`src/rtl/text_cursor_writer_if.sv`:
```
// Character-in / RAM-write-out bundle for text_cursor_writer.
// Ports (slave view):
//   i_ena, i_data[7:0], i_valid          upstream character stream and enable
//   o_ready                              block accepts a character this cycle
//   o_address[LIN_W+COL_W-1:0], o_data,  text RAM write port, address = {lin, col}
//   o_we
//   o_col, o_lin                         current cursor position
interface text_cursor_writer_if #(
    parameter int unsigned COL_W = 6,
    parameter int unsigned LIN_W = 5
);
    logic                     i_ena;
    logic [7:0]               i_data;
    logic                     i_valid;
    logic                     o_ready;
    logic [LIN_W+COL_W-1:0]   o_address;
    logic [7:0]               o_data;
    logic                     o_we;
    logic [COL_W-1:0]         o_col;
    logic [LIN_W-1:0]         o_lin;

    // Upstream source / RAM side
    modport master (
        output i_ena, i_data, i_valid,
        input  o_ready, o_address, o_data, o_we, o_col, o_lin
    );

    // The cursor writer itself
    modport slave (
        input  i_ena, i_data, i_valid,
        output o_ready, o_address, o_data, o_we, o_col, o_lin
    );
endinterface

```
`src/rtl/text_cursor_writer.sv`:
```
// Cursor-driven text RAM writer: accepts characters over valid/ready, writes
// printable codes at {lin, col}, interprets CR/LF/BS/TAB/FF and optionally
// blanks every newly entered line.
// Ports:
//   i_clk   system clock, posedge
//   i_rst   asynchronous reset, active-high
//   bus     text_cursor_writer_if.slave (character input, RAM write, cursor)
module text_cursor_writer #(
    parameter int unsigned COLS          = 60,
    parameter int unsigned LINES         = 17,
    parameter int unsigned COL_W         = 6,
    parameter int unsigned LIN_W         = 5,
    parameter int unsigned TAB_W         = 8,
    parameter int unsigned CLEAR_NEWLINE = 1,
    parameter logic [7:0]  BLANK         = 8'h20
) (
    input logic i_clk,
    input logic i_rst,
    text_cursor_writer_if.slave bus
);

    localparam int unsigned   CX_W     = COL_W + 1;
    localparam logic [7:0]    CH_BS    = 8'h08;
    localparam logic [7:0]    CH_TAB   = 8'h09;
    localparam logic [7:0]    CH_LF    = 8'h0A;
    localparam logic [7:0]    CH_FF    = 8'h0C;
    localparam logic [7:0]    CH_CR    = 8'h0D;
    localparam logic [CX_W-1:0] COLS_X   = CX_W'(COLS);
    localparam logic [CX_W-1:0] TAB_X    = CX_W'(TAB_W);
    localparam logic [CX_W-1:0] TAB_MASK = ~CX_W'(TAB_W - 1);
    localparam logic [COL_W-1:0] COL_LAST = COL_W'(COLS - 1);
    localparam logic [LIN_W-1:0] LIN_LAST = LIN_W'(LINES - 1);

    typedef enum logic [1:0] {IDLE, PROC, CLRLINE, CLRSCR} state_t;

    state_t                 state;
    logic [COL_W-1:0]       col;
    logic [LIN_W-1:0]       lin;
    logic [7:0]             ch;
    logic [COL_W-1:0]       clr_col;
    logic [LIN_W-1:0]       clr_lin;
    logic                   ready_q;
    logic                   we_q;
    logic [LIN_W+COL_W-1:0] addr_q;
    logic [7:0]             data_q;

    logic [CX_W-1:0]  col_inc;
    logic [CX_W-1:0]  tab_nc;
    logic [COL_W-1:0] col_dec;
    logic [LIN_W-1:0] lin_next;
    logic             accept;

    // Decode of the latched character, consumed in PROC
    logic [COL_W-1:0] nxt_col;
    logic [LIN_W-1:0] nxt_lin;
    logic             nl;
    logic             scr;

    function automatic logic is_printable(input logic [7:0] c);
        return (c >= 8'h20) && (c <= 8'h7E);
    endfunction

    // Column math is one bit wider than the field so COLS compares never wrap
    assign col_inc  = {1'b0, col} + 1'b1;
    assign tab_nc   = ({1'b0, col} & TAB_MASK) + TAB_X;
    assign col_dec  = col - 1'b1;
    assign lin_next = (lin == LIN_LAST) ? '0 : lin + 1'b1;
    assign accept   = bus.i_valid & ready_q;

    always_comb begin
        nxt_col = col;
        nxt_lin = lin;
        nl      = 1'b0;
        scr     = 1'b0;
        case (ch)
            CH_LF: begin
                nxt_lin = lin_next;
                nl      = 1'b1;
            end
            CH_CR: nxt_col = '0;
            CH_BS: begin
                if (col != '0) nxt_col = col_dec;
            end
            CH_TAB: begin
                if (tab_nc < COLS_X) begin
                    nxt_col = tab_nc[COL_W-1:0];
                end else begin
                    nxt_col = '0;
                    nxt_lin = lin_next;
                    nl      = 1'b1;
                end
            end
            CH_FF: begin
                nxt_col = '0;
                nxt_lin = '0;
                scr     = 1'b1;
            end
            default: begin
                if (is_printable(ch)) begin
                    if (col_inc < COLS_X) begin
                        nxt_col = col_inc[COL_W-1:0];
                    end else begin
                        nxt_col = '0;
                        nxt_lin = lin_next;
                        nl      = 1'b1;
                    end
                end
            end
        endcase
    end

    // Control FSM with registered write port, ready and cursor
    always_ff @(posedge i_clk or posedge i_rst) begin
        if (i_rst) begin
            state   <= IDLE;
            col     <= '0;
            lin     <= '0;
            ch      <= '0;
            clr_col <= '0;
            clr_lin <= '0;
            ready_q <= 1'b0;
            we_q    <= 1'b0;
            addr_q  <= '0;
            data_q  <= '0;
        end else begin
            we_q    <= 1'b0;
            ready_q <= 1'b0;
            case (state)
                IDLE: begin
                    if (accept) begin
                        // Writes that depend only on the incoming code are issued
                        // right away so they appear the cycle after acceptance
                        ch    <= bus.i_data;
                        state <= PROC;
                        if (is_printable(bus.i_data)) begin
                            we_q   <= 1'b1;
                            addr_q <= {lin, col};
                            data_q <= bus.i_data;
                        end else if (bus.i_data == CH_BS && col != '0) begin
                            we_q   <= 1'b1;
                            addr_q <= {lin, col_dec};
                            data_q <= BLANK;
                        end
                    end else begin
                        ready_q <= bus.i_ena;
                    end
                end
                PROC: begin
                    col     <= nxt_col;
                    lin     <= nxt_lin;
                    clr_col <= '0;
                    clr_lin <= '0;
                    if (scr) begin
                        state <= CLRSCR;
                    end else if (nl && CLEAR_NEWLINE != 0) begin
                        state <= CLRLINE;
                    end else begin
                        state   <= IDLE;
                        ready_q <= bus.i_ena;
                    end
                end
                CLRLINE: begin
                    we_q   <= 1'b1;
                    addr_q <= {lin, clr_col};
                    data_q <= BLANK;
                    if (clr_col == COL_LAST) begin
                        state <= IDLE;
                    end else begin
                        clr_col <= clr_col + 1'b1;
                    end
                end
                CLRSCR: begin
                    we_q   <= 1'b1;
                    addr_q <= {clr_lin, clr_col};
                    data_q <= BLANK;
                    if (clr_col == COL_LAST) begin
                        clr_col <= '0;
                        if (clr_lin == LIN_LAST) begin
                            state <= IDLE;
                        end else begin
                            clr_lin <= clr_lin + 1'b1;
                        end
                    end else begin
                        clr_col <= clr_col + 1'b1;
                    end
                end
                default: state <= IDLE;
            endcase
        end
    end

    assign bus.o_ready   = ready_q;
    assign bus.o_we      = we_q;
    assign bus.o_address = addr_q;
    assign bus.o_data    = data_q;
    assign bus.o_col     = col;
    assign bus.o_lin     = lin;

endmodule

```
`src/flat_wrapper.sv`:
```
// flat-port wrapper written by rule: the top's interface ports become plain ports
module text_cursor_writer_flat 
#(
    parameter int unsigned COLS          = 60,
    parameter int unsigned LINES         = 17,
    parameter int unsigned COL_W         = 6,
    parameter int unsigned LIN_W         = 5,
    parameter int unsigned TAB_W         = 8,
    parameter int unsigned CLEAR_NEWLINE = 1,
    parameter logic [7:0]  BLANK         = 8'h20
)
  (i_clk, i_rst, bus_i_ena, bus_i_data, bus_i_valid, bus_o_ready, bus_o_address, bus_o_data, bus_o_we, bus_o_col, bus_o_lin);
  text_cursor_writer_if #(.COL_W(COL_W), .LIN_W(LIN_W)) bus_i ();
  input logic i_clk;
  input logic i_rst;
  input wire logic [$bits(bus_i.i_ena)-1:0] bus_i_ena;
  input wire logic [$bits(bus_i.i_data)-1:0] bus_i_data;
  input wire logic [$bits(bus_i.i_valid)-1:0] bus_i_valid;
  output wire logic [$bits(bus_i.o_ready)-1:0] bus_o_ready;
  output wire logic [$bits(bus_i.o_address)-1:0] bus_o_address;
  output wire logic [$bits(bus_i.o_data)-1:0] bus_o_data;
  output wire logic [$bits(bus_i.o_we)-1:0] bus_o_we;
  output wire logic [$bits(bus_i.o_col)-1:0] bus_o_col;
  output wire logic [$bits(bus_i.o_lin)-1:0] bus_o_lin;
  assign bus_i.i_ena = bus_i_ena;
  assign bus_i.i_data = bus_i_data;
  assign bus_i.i_valid = bus_i_valid;
  assign bus_o_ready = bus_i.o_ready;
  assign bus_o_address = bus_i.o_address;
  assign bus_o_data = bus_i.o_data;
  assign bus_o_we = bus_i.o_we;
  assign bus_o_col = bus_i.o_col;
  assign bus_o_lin = bus_i.o_lin;
  text_cursor_writer #(.COLS(COLS), .LINES(LINES), .COL_W(COL_W), .LIN_W(LIN_W), .TAB_W(TAB_W), .CLEAR_NEWLINE(CLEAR_NEWLINE), .BLANK(BLANK)) u_core (.i_clk(i_clk), .i_rst(i_rst), .bus(bus_i));
endmodule
```
`config.mk`:
```
export PLATFORM = sky130hd
export DESIGN_NAME = text_cursor_writer_flat
export DESIGN_NICKNAME = d
export VERILOG_FILES = /design/src/rtl/text_cursor_writer_if.sv /design/src/rtl/text_cursor_writer.sv /design/src/flat_wrapper.sv
export SDC_FILE = /design/constraint.sdc
export NUM_CORES = 1
export LEC_CHECK = 0
export CAP_MARGIN = 0
export CORE_MARGIN = 3
export CORE_UTILIZATION = 55
export CTS_CLUSTER_SIZE = 8
export DETAILED_ROUTE_END_ITERATION = 8
export GPL_ROUTABILITY_DRIVEN = 0
export PLACE_DENSITY = 0.87
export SYNTH_ARGS = -nofsm -noshare
export SYNTH_HDL_FRONTEND = slang
export SYNTH_SLANG_ARGS = --single-unit
```
`constraint.sdc`:
```
create_clock -name i_clk -period 3 [get_ports i_clk]
set_input_delay 0.6 -clock i_clk [delete_from_list [all_inputs] [get_ports i_clk]]
set_output_delay 0.6 -clock i_clk [all_outputs]
set_load 0.03 [all_outputs]
```
==> qor.txt, run 1 <==
Synth area leader -> dfrtp_1
sequential fraction of the synthesis area -> 42.13%
top cells by area, synth -> dfrtp_1 42%, o21ai_0 4.3%, mux2_2 4.3%
DRC -> 0
EDFF count, synth -> 0
initial drt markers -> 239
worst-margin pin slew -> 683.7 ps
share of layout cells above drive strength 1 -> 11.29%
Clk Latency, worst-skew pair -> 310 ps
top-area cell type share of the netlist area -> 42.13%
Avg Inst Size Synth -> 9.369 µm²
gr usage total -> 24.47%
CTS H-Tree Depth -> 2
first-pass GRT wire length -> 12.66 mm
Non-Filler Instances -> 451
row cnt -> 26
Yosys warnings -> 0
Mapped Nets -> 357
starting density of the core -> 59.37%
CTS max path bufs -> 2
critical path's largest stage delay -> 580 ps
CP endpoint kind -> flip-flop
fin crit share -> 90.04%
fmax -> 370.2 MHz
outcome -> finished, final reports clean
post-route setup TNS -> 0 ps
share of flip-flops with an asynchronous set or reset -> 100.0%
DIE HEIGHT -> 81.66 µm
Distinct cells, synth -> 59
multi-input logic area -> 1653 µm²
PortBufs -> 43
fin. max-slew vios -> 0
Max VDD drop -> 0.0006262 V
WP data required -> 3180 ps
initial antenna violation count -> 0
Layout area overhead -> 19.16%
Setup CP Type -> flip-flop to flip-flop
max_cap viols -> 0
vias in the first global route -> 2595
CTS tree -> built
CP Max Fanout -> 14
Final ANT Viol Nets -> 0
Total Wirelength -> 7.728 mm
Register Area -> 1326 µm²
cts bufs inserted -> 5
Final Hold Vio Count -> 0
Slew headroom -> 54.07%
n_diodes -> 0
Hold Path Class -> flip-flop to flip-flop
largest net degree at the start of global routing -> 34
Die X-Extent -> 81.66 µm
Via density -> 6.328
Setup Skew -> 7.346 ps
1st-pass router iterations -> 5
via count -> 2854
setup bufs post-CTS -> 0
fill cell count -> 387
core area -> 5303 µm²
NumNets Final -> 402
Main synth FF type -> dfrtp_1
post-synthesis cell area -> 3148 µm²
Cells after Synth -> 336
gr ovfl total -> 0
Power per Cell Area -> 823.1 nW/µm²
RSZ-0062 raised after global routing -> false
top-level port count -> 44
critical path, cell by cell -> inv_1 -> ha_1 -> nor3b_1 -> a211oi_1 -> o31ai_4 -> mux2_2 -> nor2_1 -> a21oi_1
critical path's slowest cell -> o31ai_4
synthesis-stage register bit count -> 53
Setup-failing EPs final -> 0
CTS Root Cell -> clkbuf_8
Num Clock Sinks -> 53
CP arrival -> 2880 ps
HPWL after DPL -> 5.646 mm
shortest period the worst path allows -> 2701 ps
Routed WL per cell -> 17.14 µm
CTS clk-pin slew, worst paths -> 100 ps
nature of the critical path startpoint -> flip-flop
post-placement cell count -> 444
DIE AREA -> 6668 µm²
leakage power -> 1.535 nW
[cell usage in the layout, fill, tap and decap left out, types with 4 or more instances in the layout]
cell type / n
a211oi_1: 10
a21oi_1: 15
a22o_1: 8
buf_4: 14
clkbuf_8: 5
clkdlybuf4s50_1: 43
dfrtp_1: 53
ha_1: 9
inv_1: 17
mux2_2: 12
mux2i_1: 10
nand2_1: 26
nand3_1: 15
nand4_1: 6
nor2_1: 27
nor2b_1: 4
nor3_1: 12
o21ai_0: 27
xnor2_1: 6
[repair_timing]
item,in CTS,in global routing
endpoints found under the setup margin,0,15
gates resized for setup,0,1
hold buffers,0,0
[final cells by class]
| cell class | instances | share of cell area (%) |
|---|---|---|
| repair buffers | 57 | 14.28 |
| clock buffers | 6 | 1.935 |
| clock inverters | 1 | 0.2335 |
| multi-input cells | 246 | 44.06 |
| flip-flops and latches | 53 | 35.36 |
| well taps | 70 | 2.335 |
| inverters | 18 | 1.801 |
[cell usage after synthesis (all sizes together) (10+ instances only)]
cell	instances
inv	18
o21ai	29
nand2	26
mux2i	10
clkbuf	10
nand3	16
a21oi	15
dfrtp	53
mux2	12
a211oi	10
nor3	12
nor2	27
[worst max-delay path, delay by kind of cell, from the launching register on]
kind / cells / cell delay [ps]
compound gates: 3 / 840
fa+ha+maj: 1 / 240
buf+inv: 1 / 90
flops: 1 / 400
mux: 1 / 400
simple gates: 2 / 600
[per-layer routing]
| metal | vias to the layer above | wire (µm) | GRT usage, % | share of wire [%] |
|---|---|---|---|---|
| li1 | 1316 | - | - | - |
| met1 | 1348 | 3320 | 34.42 | 43 |
| met2 | 171 | 3676 | 38.84 | 48 |
| met3 | 19 | 573 | 3.509 | 7.4 |
| met4 | 0 | 158 | 8.472 | 2.0 |
| met5 | - | 0 | 0 | 0 |
[metrics by stage]
step                util [%]  area [µm²]  hold WS (ps)  worst slack, ps  total power, mW
floorplan                  -        3148         483.0            520.1            2.163
global route           70.74        3751         542.4            160.6            3.262
detailed placement     69.04        3661         495.1            48.39            2.670
global placement       69.04        3661         498.1            129.8            2.615
finish                 70.74        3751         516.3            298.8            3.088
CTS                    70.58        3742         522.7            94.21            3.067
[final timing paths]
kind | cells past startpoint | start | to | slack, ps
worst max-delay path | 8 | u_core.bus.o_col[0] | u_core.bus.o_address[9] | 300
min in group asynchronous | 2 | i_rst | u_core.bus.o_address[8] | 590
worst min-delay path | 1 | u_core.state[1] | u_core.bus.o_ready | 520
worst min register to register | 1 | u_core.state[1] | u_core.bus.o_ready | 520
max in group asynchronous | 3 | i_rst | u_core.ch[5] | 1810
worst max register to register | 8 | u_core.bus.o_col[0] | u_core.bus.o_address[9] | 300
[where the power goes]
group	internal [mW]	total, mW	switching (mW)
logic	0.640	1.53	0.893
registers	0.923	1.15	0.230
clock network	0.163	0.402	0.239
total	1.73	3.09	1.36
[cells by family (layout without fill, tap and decap cells)]
logic type	Yosys count	count (layout)	synth area share (%)
compound gates	91	91	19.28
xor+xnor	10	10	3.021
fa+ha+maj	9	9	3.577
buf+inv	37	82	5.803
flops	53	53	42.13
mux	22	22	7.472
simple gates	114	114	18.72
[state kept, by name, indices dropped and copies added (netlist names)]
| signal | flops |
|---|---|
| u_core.bus.o_address | 11 |
| u_core.bus.o_ready | 1 |
| u_core.bus.o_col | 6 |
| u_core.ch | 8 |
| u_core.clr_col | 6 |
| u_core.bus.o_data | 8 |
| u_core.bus.o_lin | 5 |
| u_core.bus.o_we | 1 |
| u_core.clr_lin | 5 |
| u_core.state | 2 |
Power figures use the tool's default switching activity.
==> inputs of run 2 (changes only) <==
--- a/config.mk
+++ b/config.mk
@@ -6,6 +6,7 @@
 export NUM_CORES = 1
 export LEC_CHECK = 0
 export CAP_MARGIN = 0
+export CORE_ASPECT_RATIO = 0.75
 export CORE_MARGIN = 3
 export CORE_UTILIZATION = 55
 export CTS_CLUSTER_SIZE = 8
==> run 2 against run 1 <==
  * Combinational power about the same
  * Register-to-register slack got worse by 110 ps
  * Count of clock-buffer cells in the layout unchanged
  * Via count decreased by 0.84%
  * Final area increased by 0.93%
  * Routed wire length decreased by 0.23%
  * Fmax decreased by 3.8%
  * Largest power group unchanged
  * Highest routed layer unchanged
==> qor.txt, run 2 (synthesis gave the netlist of run 1 again) <==
outcome -> finished, final reports clean
critical path's slowest cell -> o31ai_2
Power per Cell Area -> 819.5 nW/µm² (-0.44%)
Placed Area -> 3690 µm² (+0.79%)
HPWL after DPL -> 5.716 mm (+1.2%)
CTS max path bufs -> 2 (unchanged)
worst setup margin -> 191.4 ps (-107.3 ps)
share of layout cells above drive strength 1 -> 12.47% (+1.2 points)
critical path's largest stage delay -> 880 ps (+300 ps)
Setup Skew -> 9.829 ps (+2.483 ps)
1st-pass router iterations -> 5 (unchanged)
DRC -> 0 (unchanged)
initial drt markers -> 269 (+13%)
via count -> 2830 (-0.84%)
first-pass GRT wire length -> 12.71 mm (+0.38%)
CTS Hold Bufs -> 0 (unchanged)
setup bufs post-CTS -> 0 (unchanged)
Max VDD drop -> 0.0004692 V (-25%)
most common cell after layout, fill and taps aside -> dfrtp_1
cell family with most CP delay -> compound AO/OA/AOI/OAI gates
Num Clock Sinks -> 53 (unchanged)
most frequent cells in the layout -> 53 x dfrtp_1, 43 x clkdlybuf4s50_1, 27 x nor2_1, 27 x o21ai_0, 26 x nand2_1
Setup-failing EPs final -> 0 (unchanged)
critical path, cell by cell -> inv_1 -> ha_1 -> nor3b_1 -> buf_4 -> a211oi_1 -> o31ai_2 -> buf_4 -> mux2i_1 -> o21ai_0
PortBufs -> 43 (unchanged)
most used cell, CP -> buf_4
initial antenna violation count -> 0 (unchanged)
Die X-Extent -> 93.36 µm (+14%)
CTS H-Tree Depth -> 2 (unchanged)
NumNets Final -> 405 (+0.75%)
leakage power -> 1.557 nW (+1.5%)
CP arrival -> 2990 ps (+110 ps)
max_cap viols -> 0 (unchanged)
Setup CP Type -> flip-flop to flip-flop
Clk Latency, worst-skew pair -> 310 ps (about the same)
CP Max Fanout -> 14 (unchanged)
core area -> 5439 µm² (+2.6%)
DIE AREA -> 6677 µm² (+0.14%)
Routed WL per cell -> 16.76 µm (-2.2%)
gr ovfl total -> 0 (unchanged)
Via density -> 6.152 (-2.8%)
DIE HEIGHT -> 71.52 µm (-12%)
Total Wirelength -> 7.710 mm (-0.23%)
CTS clk-pin slew, worst paths -> 90 ps (about the same)
fmax -> 356.1 MHz (-3.8%)
n_diodes -> 0 (unchanged)
fin. max-slew vios -> 0 (unchanged)
CP endpoint kind -> flip-flop
Final ANT Viol Nets -> 0 (unchanged)
WP data required -> 3180 ps (about the same)
Slew headroom -> 26.61% (-27 points)
Largest register FFs -> 11 (unchanged)
Finished Cell Area -> 3786 µm² (+0.93%)
vias in the first global route -> 2545 (-1.9%)
cts bufs inserted -> 5 (unchanged)
CTS Root Cell -> clkbuf_8
CTS tree -> built
fill cell count -> 405 (+4.7%)
post_cts resized -> 0 (unchanged)
Hold Path Class -> flip-flop to flip-flop
DP Worst Slack -> 72.54 ps (+24.15 ps)
starting density of the core -> 57.88% (-1.5 points)
RSZ-0062 raised after global routing -> false
nature of the critical path startpoint -> flip-flop
Buf/Inv on CP -> 3 (+2)
worst-margin pin slew -> 1094 ps (+410.6 ps)
gr usage total -> 23.98% (-0.50 points)
shortest period the worst path allows -> 2809 ps (+107.3 ps)
Final Hold Vio Count -> 0 (unchanged)
row cnt -> 23 (-12%)
fin crit share -> 93.62% (+3.6 points)
post-route setup TNS -> 0 ps (unchanged)
Layout area overhead -> 20.27%
top-level port count -> 44 (unchanged)
largest net degree at the start of global routing -> 29 (-15%)
==> run 2: changes by cell type in the layout (fill, tap and decap cells not counted) <==
cell      change
buf_4         +3
clkbuf_1      -1
clkbuf_8      +1
clkinv_2      +1
o31ai_2       +1
o31ai_4       -1
==> run 2: worst paths after layout <==
check	start	end	cells after the start	slack, ps
max	u_core.bus.o_col[0]	u_core.bus.o_address[5]	9	190
min	u_core.bus.o_data[7]	u_core.bus.o_data[7]	1	530
max reg2reg	u_core.bus.o_col[0]	u_core.bus.o_address[5]	9	190
min reg2reg	u_core.bus.o_data[7]	u_core.bus.o_data[7]	1	530
max in group asynchronous	i_rst	u_core.bus.o_data[5]	3	1710
min in group asynchronous	i_rst	u_core.bus.o_address[1]	2	670
==> run 2: layout make-up <==
| cell class | count | area [µm²] | area share (%) |
|---|---|---|---|
| multi-input cells | 246 | 1644 | 43.42 |
| repair buffers | 60 | 558.0 | 14.74 |
| clock inverters | 2 | 13.76 | 0.3635 |
| flip-flops and latches | 53 | 1326 | 35.03 |
| well taps | 75 | 93.84 | 2.479 |
| clock buffers | 6 | 82.58 | 2.181 |
| inverters | 18 | 67.56 | 1.785 |
==> run 2: through the flow <==
step / total power [mW] / util, % / hold WS [ps] / instances
final: 3.103 / 69.61 / 527.1 / 460
after global routing: 3.289 / 69.61 / 558.1 / 460
after CTS: 3.106 / 69.61 / 531.0 / 460
after detailed placement: 2.679 / 67.84 / 497.2 / 452
after global placement: 2.615 / 67.84 / 502.2 / 452
after floorplan: 2.163 / - / 483.0 / 336
==> run 2: worst register-to-register path, cell delays in order, from the launching register on <==
cell	delay, ps
dfrtp_1	380
inv_1	100
ha_1	260
nor3b_1	200
buf_4	170
a211oi_1	80
o31ai_2	880
buf_4	320
mux2i_1	210
o21ai_0	90
==> run 2: per-layer routing <==
layer / up-vias / global-route usage (%) / wire (µm)
li1: 1319 / - / -
met1: 1362 / 36.57 / 3510
met2: 135 / 34.87 / 3431
met3: 14 / 5.456 / 673
met4: 0 / 5.528 / 94
met5: - / 0 / 0
==> run 2: power breakdown <==
part | switching (mW) | leakage, nW | internal, mW
sequential | 0.248 | 0.683 | 0.923
combinational | 0.869 | 0.823 | 0.644
clock | 0.231 | 0.0512 | 0.187
==> inputs of run 3 (changes only) <==
--- a/config.mk
+++ b/config.mk
@@ -6,13 +6,13 @@
 export NUM_CORES = 1
 export LEC_CHECK = 0
 export CAP_MARGIN = 0
-export CORE_ASPECT_RATIO = 0.75
 export CORE_MARGIN = 3
-export CORE_UTILIZATION = 55
+export CORE_UTILIZATION = 59
 export CTS_CLUSTER_SIZE = 8
 export DETAILED_ROUTE_END_ITERATION = 8
 export GPL_ROUTABILITY_DRIVEN = 0
-export PLACE_DENSITY = 0.87
+export PLACE_DENSITY = 0.92
+export SETUP_SLACK_MARGIN = 0.2
 export SYNTH_ARGS = -nofsm -noshare
 export SYNTH_HDL_FRONTEND = slang
 export SYNTH_SLANG_ARGS = --single-unit
==> constraint.sdc (replaced) <==
create_clock -name i_clk -period 3.3 [get_ports i_clk]
set_input_delay 0.66 -clock i_clk [delete_from_list [all_inputs] [get_ports i_clk]]
set_output_delay 0.66 -clock i_clk [all_outputs]
set_load 0.03 [all_outputs]
==> run 3 against run 2 <==
  * Utilization increased by 6.0 points
  * Worst hold slack got worse by 11 ps
  * Non-clock buffer count is 8 lower
  * Combinational power down 9%
  * Clock skew rose by 1.8 ps
  * Die area down 6.4%
  * First-iteration DRC count rose by 1.9%
  * Via count shrank 1.7%
  * Cell count fell by 3.7%
  * Fmax shrank 0.20%
  * Sequential power down 9%
==> qor.txt, run 3 (synthesis gave the netlist of run 1 again) <==
Clk Latency, worst-skew pair -> 310 ps (about the same)
Sw Pwr -> 1.241 mW (-8.0%)
DRC -> 0 (unchanged)
top-level port count -> 44 (unchanged)
gr usage total -> 26.20% (+2.2 points)
HPWL after DPL -> 5.488 mm (-4.0%)
initial drt markers -> 274 (+1.9%)
gr ovfl total -> 0 (unchanged)
Die X-Extent -> 79.05 µm (-15%)
fin crit share -> 85.28% (-8.3 points)
most frequent cells in the layout -> 53 x dfrtp_1, 43 x clkdlybuf4s50_1, 27 x nor2_1, 27 x o21ai_0, 26 x nand2_1
starting density of the core -> 63.70% (+5.8 points)
Largest register FFs -> 11 (unchanged)
CP endpoint kind -> flip-flop
CTS H-Tree Depth -> 2 (unchanged)
1st-pass router iterations -> 5 (unchanged)
max_cap viols -> 0 (unchanged)
Flop pwr share -> 36.8% (-0.9 points)
Hold Path Class -> flip-flop to flip-flop
Setup Skew -> 11.63 ps (+1.805 ps)
Setup-failing EPs final -> 0 (unchanged)
CTS max path bufs -> 2 (unchanged)
outcome -> finished, final reports clean
row cnt -> 25 (+8.7%)
fmax -> 355.3 MHz (-0.20%)
largest net degree at the start of global routing -> 37 (+28%)
Int Power -> 1.637 mW (-6.7%)
Gate power share -> 47.6% (-1.2 points)
via count -> 2782 (-1.7%)
CTS clk-pin slew, worst paths -> 100 ps (about the same)
leakage power -> 1.522 nW (-2.2%)
Placed Area -> 3620 µm² (-1.9%)
vias in the first global route -> 2679 (+5.3%)
fin. max-slew vios -> 0 (unchanged)
PortBufs -> 43 (unchanged)
n_diodes -> 0 (unchanged)
setup bufs post-CTS -> 0 (unchanged)
first-pass GRT wire length -> 12.90 mm (+1.5%)
WP data required -> 3480 ps (+300 ps)
Setup CP Type -> flip-flop to flip-flop
Final Hold Vio Count -> 0 (unchanged)
Layout area overhead -> 18.68%
DIE HEIGHT -> 79.05 µm (+11%)
CP arrival -> 3000 ps (about the same)
RSZ-0062 raised after global routing -> false
Total Wirelength -> 7.758 mm (+0.62%)
post-route setup TNS -> 0 ps (unchanged)
Finished Cell Area -> 3736 µm² (-1.3%)
CTS tree -> built
DP Worst Slack -> 217.1 ps (+144.6 ps)
Routed WL per cell -> 17.51 µm (+4.5%)
core area -> 4942 µm² (-9.1%)
nature of the critical path startpoint -> flip-flop
Final Core Density -> 75.59% (+6.0 points)
Power per Cell Area -> 770.4 nW/µm² (-6.0%)
clock network power share -> 15.6% (+2.1 points)
worst setup margin -> 485.8 ps (+294.4 ps)
worst-margin pin slew -> 718.4 ps (-375.8 ps)
Via density -> 6.280 (+2.1%)
Slew headroom -> 51.74% (+25 points)
DIE AREA -> 6248 µm² (-6.4%)
CP Max Fanout -> 14 (unchanged)
cts bufs inserted -> 5 (unchanged)
most common cell after layout, fill and taps aside -> dfrtp_1
share of layout cells above drive strength 1 -> 10.37% (-2.1 points)
initial antenna violation count -> 0 (unchanged)
CTS Root Cell -> clkbuf_8
Final ANT Viol Nets -> 0 (unchanged)
Fin Hold WS -> 516.6 ps (-10.53 ps)
Switching Fraction -> 43.11% (-0.36 points)
Max VDD drop -> 0.0004645 V (-1.0%)
NumNets Final -> 397 (-2.0%)
Num Clock Sinks -> 53 (unchanged)
shortest period the worst path allows -> 2814 ps (+5.582 ps)
run 3: worst paths after layout:
check	startpoint	endpoint	slack [ps]	depth (start not counted)
max in group asynchronous	i_rst	u_core.bus.o_address[10]	2050	3
worst min register to register	u_core.bus.o_data[0]	u_core.bus.o_data[0]	520	1
min in group asynchronous	i_rst	u_core.bus.o_col[0]	640	2
worst min-delay path	u_core.bus.o_data[0]	u_core.bus.o_data[0]	520	1
worst max-delay path	u_core.bus.o_col[0]	u_core.bus.o_address[5]	490	8
worst max register to register	u_core.bus.o_col[0]	u_core.bus.o_address[5]	490	8
run 3: layout make-up:
class / instances / area [µm²]
Multi-Input combinational cell: 246 / 1653
Sequential cell: 53 / 1326
Fill cell: 367 / 1206
Timing Repair Buffer: 52 / 498.0
Tap cell: 67 / 83.83
Clock buffer: 5 / 68.82
Inverter: 18 / 67.56
Clock inverter: 2 / 38.79
run 3: what timing repair did:
item / in CTS / in global routing
setup endpoints to repair: 0 / 17
resized for setup: 0 / 1
hold buffers: 0 / 0
run 3: through the flow:
| step | std cells | power [mW] |
|---|---|---|
| after floorplan | 336 | 1.966 |
| after global placement | 436 | 2.360 |
| after detailed placement | 436 | 2.417 |
| after CTS | 443 | 2.868 |
| after global routing | 443 | 3.054 |
| final | 443 | 2.878 |
run 3: critical path, stage by stage, from the launching register on:
cell      delay [ps]
dfrtp_1          390
inv_1            100
ha_1             250
nor3b_1          540
a211oi_1         230
o31ai_4          600
buf_4            280
mux2i_1          190
o21ai_0          100
run 3: power by group through the flow:
stage | Combinational [mW] | Sequential (mW) | Clock [mW]
6_report | 1.37 | 1.06 | 0.449
5_1_grt | 1.48 | 1.09 | 0.479
4_1_cts | 1.36 | 1.06 | 0.451
3_5_place_dp | 1.35 | 1.06 | 0
3_3_place_gp | 1.31 | 1.05 | 0
2_1_floorplan | 0.760 | 1.21 | 0
run 3: layer usage:
layer  up-vias  part of all wire, %  track usage, %
li1       1300                    -               -
met1      1320                   42           36.07
met2       134                   47           39.56
met3        28                  7.6           6.236
met4         0                  2.5           11.17
met5         -                    0               0
